--- config.mk ---
export PLATFORM = sky130hd
export DESIGN_NAME = clk_gen_ctrl
export DESIGN_NICKNAME = d
export VERILOG_FILES = /design/src/rtl/clk_gen_ctrl.sv
export SDC_FILE = /design/constraint.sdc
export NUM_CORES = 1
export LEC_CHECK = 0
export ABC_AREA = 1
export CORE_AREA = 2 2 62 64
export DETAILED_ROUTE_END_ITERATION = 8
export DIE_AREA = 0 0 64 66
export DONT_BUFFER_PORTS = 1
export SLEW_MARGIN = 20
export SYNTH_ARGS = -nofsm -noshare
export SYNTH_HDL_FRONTEND = slang
export SYNTH_SLANG_ARGS = --single-unit
export TNS_END_PERCENT = 5
--- constraint.sdc ---
create_clock -name i_clk -period 2.95 [get_ports i_clk]
set_input_delay 0.59 -clock i_clk [delete_from_list [all_inputs] [get_ports i_clk]]
set_output_delay 0.59 -clock i_clk [all_outputs]
set_load 0.02 [all_outputs]
--- src/rtl/clk_gen_ctrl.sv ---
// Bring-up sequencer and pattern supervisor for the Rx divided-clock generator
// (clk10/clk20/clk40): resets, warms up, aligns a 16-phase frame, then checks it.
module clk_gen_ctrl #(
    parameter int WARMUP_CYC = 16,
    parameter int ALIGN_TMO  = 32,
    parameter int MAX_RETRY  = 3
) (
    input  logic       i_clk,
    input  logic       i_rst,
    input  logic       i_start,
    input  logic       i_stop,
    input  logic       i_clk10,
    input  logic       i_clk20,
    input  logic       i_clk40,
    output logic       o_gen_rst,
    output logic       o_gen_enb,
    output logic       o_ready,
    output logic       o_fault,
    output logic [3:0] o_phase,
    output logic       o_frame_stb,
    output logic [2:0] o_state
);

    typedef enum logic [2:0] {
        ST_OFF    = 3'd0,
        ST_RSTGEN = 3'd1,
        ST_WARMUP = 3'd2,
        ST_ALIGN  = 3'd3,
        ST_RUN    = 3'd4,
        ST_FAULT  = 3'd5
    } state_t;

    localparam int CNT_MAX = (WARMUP_CYC > ALIGN_TMO) ? WARMUP_CYC : ALIGN_TMO;
    localparam int CW      = $clog2(CNT_MAX + 1);
    localparam int RW      = $clog2(MAX_RETRY + 2);

    // Expected {clk10,clk20,clk40} per phase; phase 0 sits in the low bits.
    localparam logic [47:0] PATTERN = {
        3'b000, 3'b000, 3'b100, 3'b100, 3'b010, 3'b010, 3'b110, 3'b110,
        3'b001, 3'b001, 3'b101, 3'b101, 3'b011, 3'b011, 3'b111, 3'b111
    };

    function automatic logic [2:0] expected_trip(input logic [3:0] p);
        return PATTERN[3*int'(p) +: 3];
    endfunction

    state_t          r_state, w_state;
    logic [CW-1:0]   r_cnt, w_cnt;
    logic [RW-1:0]   r_retry, w_retry;
    logic [3:0]      r_phase, w_phase;
    logic            r_fault, w_fault;
    logic            r_ready, w_ready;
    logic            r_gen_rst, w_gen_rst;
    logic            r_gen_enb, w_gen_enb;
    logic            r_frame_stb, w_frame_stb;
    logic            r_prev_zero;
    logic            w_fault_evt;
    logic [2:0]      w_trip;
    logic [3:0]      w_phase_inc;

    assign w_trip      = {i_clk10, i_clk20, i_clk40};
    assign w_phase_inc = r_phase + 4'd1;

    // NOTE: every variable gets a default at the top so no path leaves one unassigned (no latches).
    always_comb begin
        w_state     = r_state;
        w_cnt       = r_cnt;
        w_retry     = r_retry;
        w_phase     = r_phase;
        w_fault     = r_fault;
        w_frame_stb = 1'b0;
        w_fault_evt = 1'b0;

        unique case (r_state)
            ST_OFF: begin
                if (i_start) begin
                    w_state = ST_WARMUP;
                    w_cnt   = '0;
                    w_retry = '0;
                    w_fault = 1'b0;
                end
            end
            ST_RSTGEN: begin
                if (r_cnt == CW'(1)) begin
                    w_state = ST_WARMUP;
                    w_cnt   = '0;
                end else begin
                    w_cnt = r_cnt + CW'(1);
                end
            end
            ST_WARMUP: begin
                if (r_cnt == CW'(WARMUP_CYC - 1)) begin
                    w_state = ST_ALIGN;
                    w_cnt   = '0;
                end else begin
                    w_cnt = r_cnt + CW'(1);
                end
            end
            ST_ALIGN: begin
                // The 000 -> 111 edge marks the frame wrap; this sample is phase 0.
                if (r_prev_zero && (w_trip == 3'b111)) begin
                    w_state = ST_RUN;
                    w_phase = 4'd0;
                    w_cnt   = '0;
                end else if (r_cnt == CW'(ALIGN_TMO - 1)) begin
                    w_fault_evt = 1'b1;
                end else begin
                    w_cnt = r_cnt + CW'(1);
                end
            end
            ST_RUN: begin
                if (w_trip != expected_trip(w_phase_inc)) begin
                    w_fault_evt = 1'b1;
                end else begin
                    w_phase     = w_phase_inc;
                    w_frame_stb = (w_phase_inc == 4'd15);
                    if (w_phase_inc == 4'd0)
                        w_fault = 1'b0;
                end
            end
            ST_FAULT: begin
                if (i_start) begin
                    w_state = ST_RSTGEN;
                    w_cnt   = '0;
                    w_retry = '0;
                    w_fault = 1'b0;
                end
            end
            default: w_state = ST_OFF;
        endcase

        if (w_fault_evt) begin
            w_fault = 1'b1;
            w_cnt   = '0;
            w_phase = 4'd0;
            if (r_retry < RW'(MAX_RETRY)) begin
                w_retry = r_retry + RW'(1);
                w_state = ST_RSTGEN;
            end else begin
                w_state = ST_FAULT;
            end
        end

        if (i_stop) begin
            w_state     = ST_OFF;
            w_fault     = 1'b0;
            w_cnt       = '0;
            w_phase     = 4'd0;
            w_frame_stb = 1'b0;
        end

        // Generator controls and ready follow the state being entered, so they are registered.
        w_gen_enb = (w_state == ST_WARMUP) || (w_state == ST_ALIGN) || (w_state == ST_RUN);
        w_gen_rst = !w_gen_enb;
        w_ready   = (w_state == ST_RUN);
    end

    // NOTE: sequential state uses non-blocking assignments so all registers update together.
    always_ff @(posedge i_clk or posedge i_rst) begin
        if (i_rst) begin
            r_state     <= ST_OFF;
            r_cnt       <= '0;
            r_retry     <= '0;
            r_phase     <= 4'd0;
            r_fault     <= 1'b0;
            r_ready     <= 1'b0;
            r_gen_rst   <= 1'b1;
            r_gen_enb   <= 1'b0;
            r_frame_stb <= 1'b0;
            r_prev_zero <= 1'b0;
        end else begin
            r_state     <= w_state;
            r_cnt       <= w_cnt;
            r_retry     <= w_retry;
            r_phase     <= w_phase;
            r_fault     <= w_fault;
            r_ready     <= w_ready;
            r_gen_rst   <= w_gen_rst;
            r_gen_enb   <= w_gen_enb;
            r_frame_stb <= w_frame_stb;
            r_prev_zero <= (w_trip == 3'b000);
        end
    end

    assign o_state     = r_state;
    assign o_gen_rst   = r_gen_rst;
    assign o_gen_enb   = r_gen_enb;
    assign o_ready     = r_ready;
    assign o_fault     = r_fault;
    assign o_phase     = r_phase;
    assign o_frame_stb = r_frame_stb;

endmodule

==> results.toml, run 1 <==
[synth]
synth_top_cell_area_share = 0.371
synthTopCellsByCount = "39 x nand2_1, 24 x inv_1, 21 x dfrtp_1"
syn_area_um2 = 1420
synthCells = 184
async_flop_share = 1.00
seq_area_frac_synth = 0.390
syn_nets = 196
synthFlopType = "dfrtp_1"
synth_edf_count = 0
yosysTopAreaCell = "dfrtp_1"
synth.area.top_cells = "dfrtp_1 37%, nand2_1 10%, nand3_1 7.1%, inv_1 6.4%, a21oi_1 5.0%"
ys_seq_elements = 22
synth.distinct_cells = 28
synth_most_common_cell = "nand2_1"
syn_area_per_cell_um2 = 7.69
yosysWarnings = 0

[placed_design]
place_inst = 231
gp_congestion = 0.779
portBuffers = 0
dpl.hpwl_um = 2270
place_ws_ps = 903

[pwr]
p_leak_nw = 0.743
p_sw_mw = 0.152
p_comb_frac = 0.101
p_int_mw = 0.402
power_density_nw_per_um2 = 369
ir_worst_vdd_v = 0.000244
seq_power_share = 0.575
switching_share = 0.275
clkPwrFrac = 0.324

[setup_path]
required_ps = 3210
path_class = "flip-flop to flip-flop"
regToRegSetupSlack_ps = 870
end_kind = "flip-flop"
critPathMaxFanout = 11
crit_path_start_kind = "flip-flop"
arrival_ps = 2340

[clock_tree]
clk_latency_ps = 330
cts_made_buffers = 3
cts_tree = "built"
cts_max_level = 1
post_cts_buffers = 0
cts_root_buf = "clkbuf_4"
clock-sinks = 22
cts_resized = 0
cts_buffer_depth = 2
clk_pin_slew_ps = 140
cts_hold_buf = 0

[die]
initial_core_util = 0.399
core-area_um2 = 3550
die_x_um = 64
fp-row-count = 22
die_y_um = 66
die_area_um2 = 4220
ioPinCount = 19

[sta]
skew_ps = 14.2
finalSetupTns_ps = 0
rsz0062_at_grt = "no"
slew_headroom = 0.447
finalSetupViolCount = 0
drv_slew = 0
fin_crit_ps = 2080
worst_pin_slew_ps = 828
hold_viol_final = 0
fin_ws_ps = 868
max_freq_mhz = 480
fin_crit_sh = 0.706

[global_route]
grt_pass1_vias = 1171
grt_pass1_wl_um = 4950
grt-ovfl-total = 0
grtUsageTotal = 0.149
grt_max_degree = 23
antenna_found_initial = 0

[detailed_routing]
first_pass_iters = 4
drt-total-wl_um = 2920
viasPerCell = 5.18
vias = 1217
wl_per_cell_um = 12.4
drcViolationCount = 0
drtAntennaViolNets = 0
drt_iter0_markers = 70

[status]
outcome = "complete, no violations"

[finish]
nets = 200
fillCellCount = 342
drive_gt1_frac = 0.171
antennaDiodeCount = 0
final_cells = 235
area_growth_pct = 6.01

[job]
cap_violations = 0

[min_path]
min_path_type = "primary input to asynchronous set/reset pin"
layout make-up:
class	count	area, um^2	area share
Multi-Input combinational cell	135	754	0.503
Sequential cell	22	552	0.368
Inverter	26	97.6	0.0651
Tap cell	48	60.1	0.0400
Clock buffer	4	36.3	0.0242
critical path, stage by stage, from the launching register on:
cell      delay [ps]
dfrtp_1          590
inv_1            110
ha_1             330
xor2_1           160
nor2_2           110
nand2_2           80
nand2_4          100
nand3_4          160
nor2_2           210
o21bai_2         140
cell families (layout without fill, tap and decap cells):
family | count (synthesis) | in the layout | share of synthesized area
AOI/OAI and AO/OA | 21 | 21 | 0.0893
xor gates and xnor gates | 3 | 3 | 0.0186
adders and majority gates | 5 | 5 | 0.0442
buffers and inverters | 27 | 30 | 0.0769
DFF | 22 | 22 | 0.390
and+or+nand+nor | 106 | 106 | 0.381
placed cells by master, fill, tap and decap left out:
master     count
o21ai_2        1
dfstp_2        1
nand4_1        6
xor2_1         3
nand3_1       20
a21o_2         1
nand3_2        2
nand2_2        8
or2_1          1
nand3_4        1
nor3_1         4
nand2_1       39
o2111ai_1      1
clkbuf_4       3
inv_2          2
or2_2          1
a21oi_1       14
nor2_2         4
inv_1         24
o21bai_2       1
clkbuf_8       1
nor2_1        15
nor3_2         3
a21oi_2        1
ha_1           5
o21ai_0        2
dfrtp_1       21
nor3b_2        1
nand2_4        1
metrics by stage:
stage / util / total power [mW] / area, um^2 / hold WS, ps
after floorplan: - / 0.370 / 1420 / 450
after CTS: 0.422 / 0.554 / 1500 / 305
after detailed placement: 0.412 / 0.381 / 1460 / 467
final: 0.422 / 0.554 / 1500 / 287
after global routing: 0.422 / 0.573 / 1500 / 296
after global placement: 0.412 / 0.379 / 1460 / 466
sequential cells by signal, indices dropped and copies added, names as in the netlist:
signal,cells
o_fault,1
o_frame_stb,1
o_ready,1
r_cnt,6
o_gen_enb,1
r_prev_zero,1
o_state,3
o_phase,4
o_gen_rst,1
r_retry,3
layer usage:
| metal | vias to the layer above | track usage | part of all wire |
|---|---|---|---|
| li1 | 609 | - | - |
| met1 | 567 | 0.187 | 0.46 |
| met2 | 37 | 0.245 | 0.44 |
| met3 | 4 | 0.0460 | 0.085 |
| met4 | 0 | 0.0489 | 0.015 |
| met5 | - | 0 | 0 |
power groups by stage:
stage          Sequential, mW  Combinational (mW)  Clock (mW)
2_1_floorplan           0.323              0.0472           0
3_3_place_gp            0.324              0.0553           0
3_5_place_dp            0.324              0.0567           0
4_1_cts                 0.319              0.0570       0.178
5_1_grt                 0.320              0.0647       0.189
6_report                0.319              0.0562       0.179
path summary, 6_finish.rpt:
kind	start	end	cells after the start
max in group asynchronous	i_rst	o_frame_stb	1
worst min register to register	r_retry[2]	r_retry[2]	2
worst max register to register	o_phase[0]	o_gen_enb	9
worst max-delay path	o_phase[0]	o_gen_enb	9
worst min-delay path	i_rst	r_cnt[2]	1
min in group i_clk	i_clk10	r_prev_zero	1
Note: power is estimated with default switching activity, not from simulation.
==> run 2: changes to the inputs <==
==> constraint.sdc (replaced) <==
create_clock -name i_clk -period 2 [get_ports i_clk]
set_input_delay 0.4 -clock i_clk [delete_from_list [all_inputs] [get_ports i_clk]]
set_output_delay 0.4 -clock i_clk [all_outputs]
set_load 0.02 [all_outputs]
==> run 2 against run 1 <==
Against the previous run: sequential share of layout area decreased by 1.5 points; worst hold slack worse by 160 ps; sequential power increased by 46%; critical path depth increased by 2; total power rose by 63%; clock skew decreased by 12 ps; non-clock buffer count increased by 6; highest routed layer unchanged.
==> results.toml, run 2 (same netlist as run 1, synthesis figures left out) <==
[finish]
final_cell_mix = "39 x nand2_1, 24 x inv_1, 20 x nand3_1"
final_cells = 241
fin_util = 0.443
regMostFlops = "r_cnt"
nets = 206
largest_register_ffs = 6
fillCellCount = 350
antennaDiodeCount = 0
layout_commonest_cell = "nand2_1"
regArea_um2 = 554
drive_gt1_frac = 0.202
area_growth_pct = 11.1
multi_input_area_um2 = 759

[global_route]
grt_max_degree = 23
use_met1 = 0.198
grt-ovfl-total = 0
grt_pass1_wl_um = 5400
grt.met2_usage = 0.264
grt_pass1_vias = 1250
use_met3 = 0.0460
busiest_layer = "met2"
antenna_found_initial = 0
grtUsageTotal = 0.161

[pwr]
power_density_nw_per_um2 = 576
p_leak_nw = 0.778
seq_power_share = 0.515
p_int_mw = 0.689
finalPower_mw = 0.906
ir_worst_vdd_v = 0.000334
clkPwrFrac = 0.381
p_sw_mw = 0.217
p_comb_frac = 0.104
switching_share = 0.239

[placed_design]
portBuffers = 0
dpl.hpwl_um = 2360
gp_congestion = 0.792
place_inst = 236

[die]
die_y_um = 66
die_x_um = 64
core-area_um2 = 3550
ioPinCount = 19
die_area_um2 = 4220
fp-row-count = 22
initial_core_util = 0.399

[setup_path]
cp_cell_sequence = "ha_1 > inv_1 > nand2_1 > nand3_1 > nand2_2 > nor2_2 > nand2_2 > nand2_4 > nand3_4 > nor2_4 > o21bai_2"
arrival_ps = 2060
required_ps = 2250
path_class = "flip-flop to flip-flop"
cp_common_cell = "nand2_2"
critPathMaxFanout = 11
max_stage_delay_ps = 480
end_kind = "flip-flop"
crit_path_start_kind = "flip-flop"
slowest_stage = "dfrtp_2"

[detailed_routing]
vias = 1214
drcViolationCount = 0
viasPerCell = 5.04
drt-total-wl_um = 2960
first_pass_iters = 4
wl_per_cell_um = 12.3
drtAntennaViolNets = 0
drt_iter0_markers = 47

[sta]
finalSetupViolCount = 0
hold_viol_final = 0
finalSetupTns_ps = 0
fin_crit_ps = 1810
fin_crit_sh = 0.907
max_freq_mhz = 552
skew_ps = 1.82
drv_slew = 0
rsz0062_at_grt = "no"
slew_headroom = 0.736
worst_pin_slew_ps = 396

[clock_tree]
cts_max_level = 1
clk_pin_slew_ps = 130
cts_root_buf = "clkbuf_4"
cts_buffer_depth = 2
clock-sinks = 22
clk_latency_ps = 310
post_cts_buffers = 0
cts_tree = "built"
cts_made_buffers = 3

[status]
outcome = "complete, no violations"

[job]
cap_violations = 0

[min_path]
min_path_type = "primary input to flip-flop"
[run 2: cell types whose count changed in the layout (fill, tap and decap cells not counted), sizes merged]
cell         delta
buf             +5
bufinv          +1
clkbuf          -1
dlygate4sd3     +1
[run 2: metrics by stage]
stage / instance area [um^2] / setup slack, ps / hold slack, ps
3_3_place_gp: 1500 / 227 / 344
6_report: 1570 / 187 / 130
4_1_cts: 1560 / 75.4 / 121
2_1_floorplan: 1420 / 212 / 388
3_5_place_dp: 1500 / 98.7 / 344
5_1_grt: 1570 / 10.8 / 124
[run 2: final timing paths]
kind | from | endpoint | slack (ps) | cells past startpoint
worst max-delay path | o_phase[1] | o_gen_enb | 190 | 11
worst min-delay path | i_clk10 | r_prev_zero | 130 | 1
worst max register to register | o_phase[1] | o_gen_enb | 190 | 11
worst min register to register | r_retry[2] | r_retry[2] | 500 | 2
max in group asynchronous | i_rst | o_gen_rst | 1190 | 3
min in group asynchronous | i_rst | r_cnt[0] | 540 | 3
[run 2: area by class of cell]
cell class | count | area share
Clock buffer | 3 | 0.0143
Timing Repair Buffer | 6 | 0.0303
Clock inverter | 1 | 0.0191
Inverter | 26 | 0.0621
Multi-Input combinational cell | 135 | 0.483
Sequential cell | 22 | 0.353
Tap cell | 48 | 0.0382
[run 2: timing repair]
item,in CTS,in global routing
gates resized for setup,0,3
hold buffers,1,0
endpoints found under the hold margin,21,0
endpoints found under the setup margin,0,5
[run 2: worst max-delay path, delay by kind of cell, from the launching register on]
kind	cells	cell delay (ps)
buffers and inverters	1	90
flip-flops	1	480
AND/OR/NAND/NOR	8	810
AO/OA/AOI/OAI	1	130
adder cells (fa/ha/maj)	1	240
[run 2: metal layers]
| layer | part of all wire | wire length (um) |
|---|---|---|
| met4 | 0.012 | 37 |
| met1 | 0.46 | 1350 |
| met2 | 0.46 | 1380 |
| met3 | 0.067 | 198 |
| met5 | 0 | 0 |
[run 2: power groups by stage]
stage                     combinational [mW]  sequential, mW  clock [mW]
after floorplan                       0.0696           0.476           0
after global placement                0.0887           0.475           0
after detailed placement              0.0914           0.475           0
after CTS                             0.0931           0.467       0.355
after global routing                   0.108           0.469       0.368
final                                 0.0938           0.467       0.345
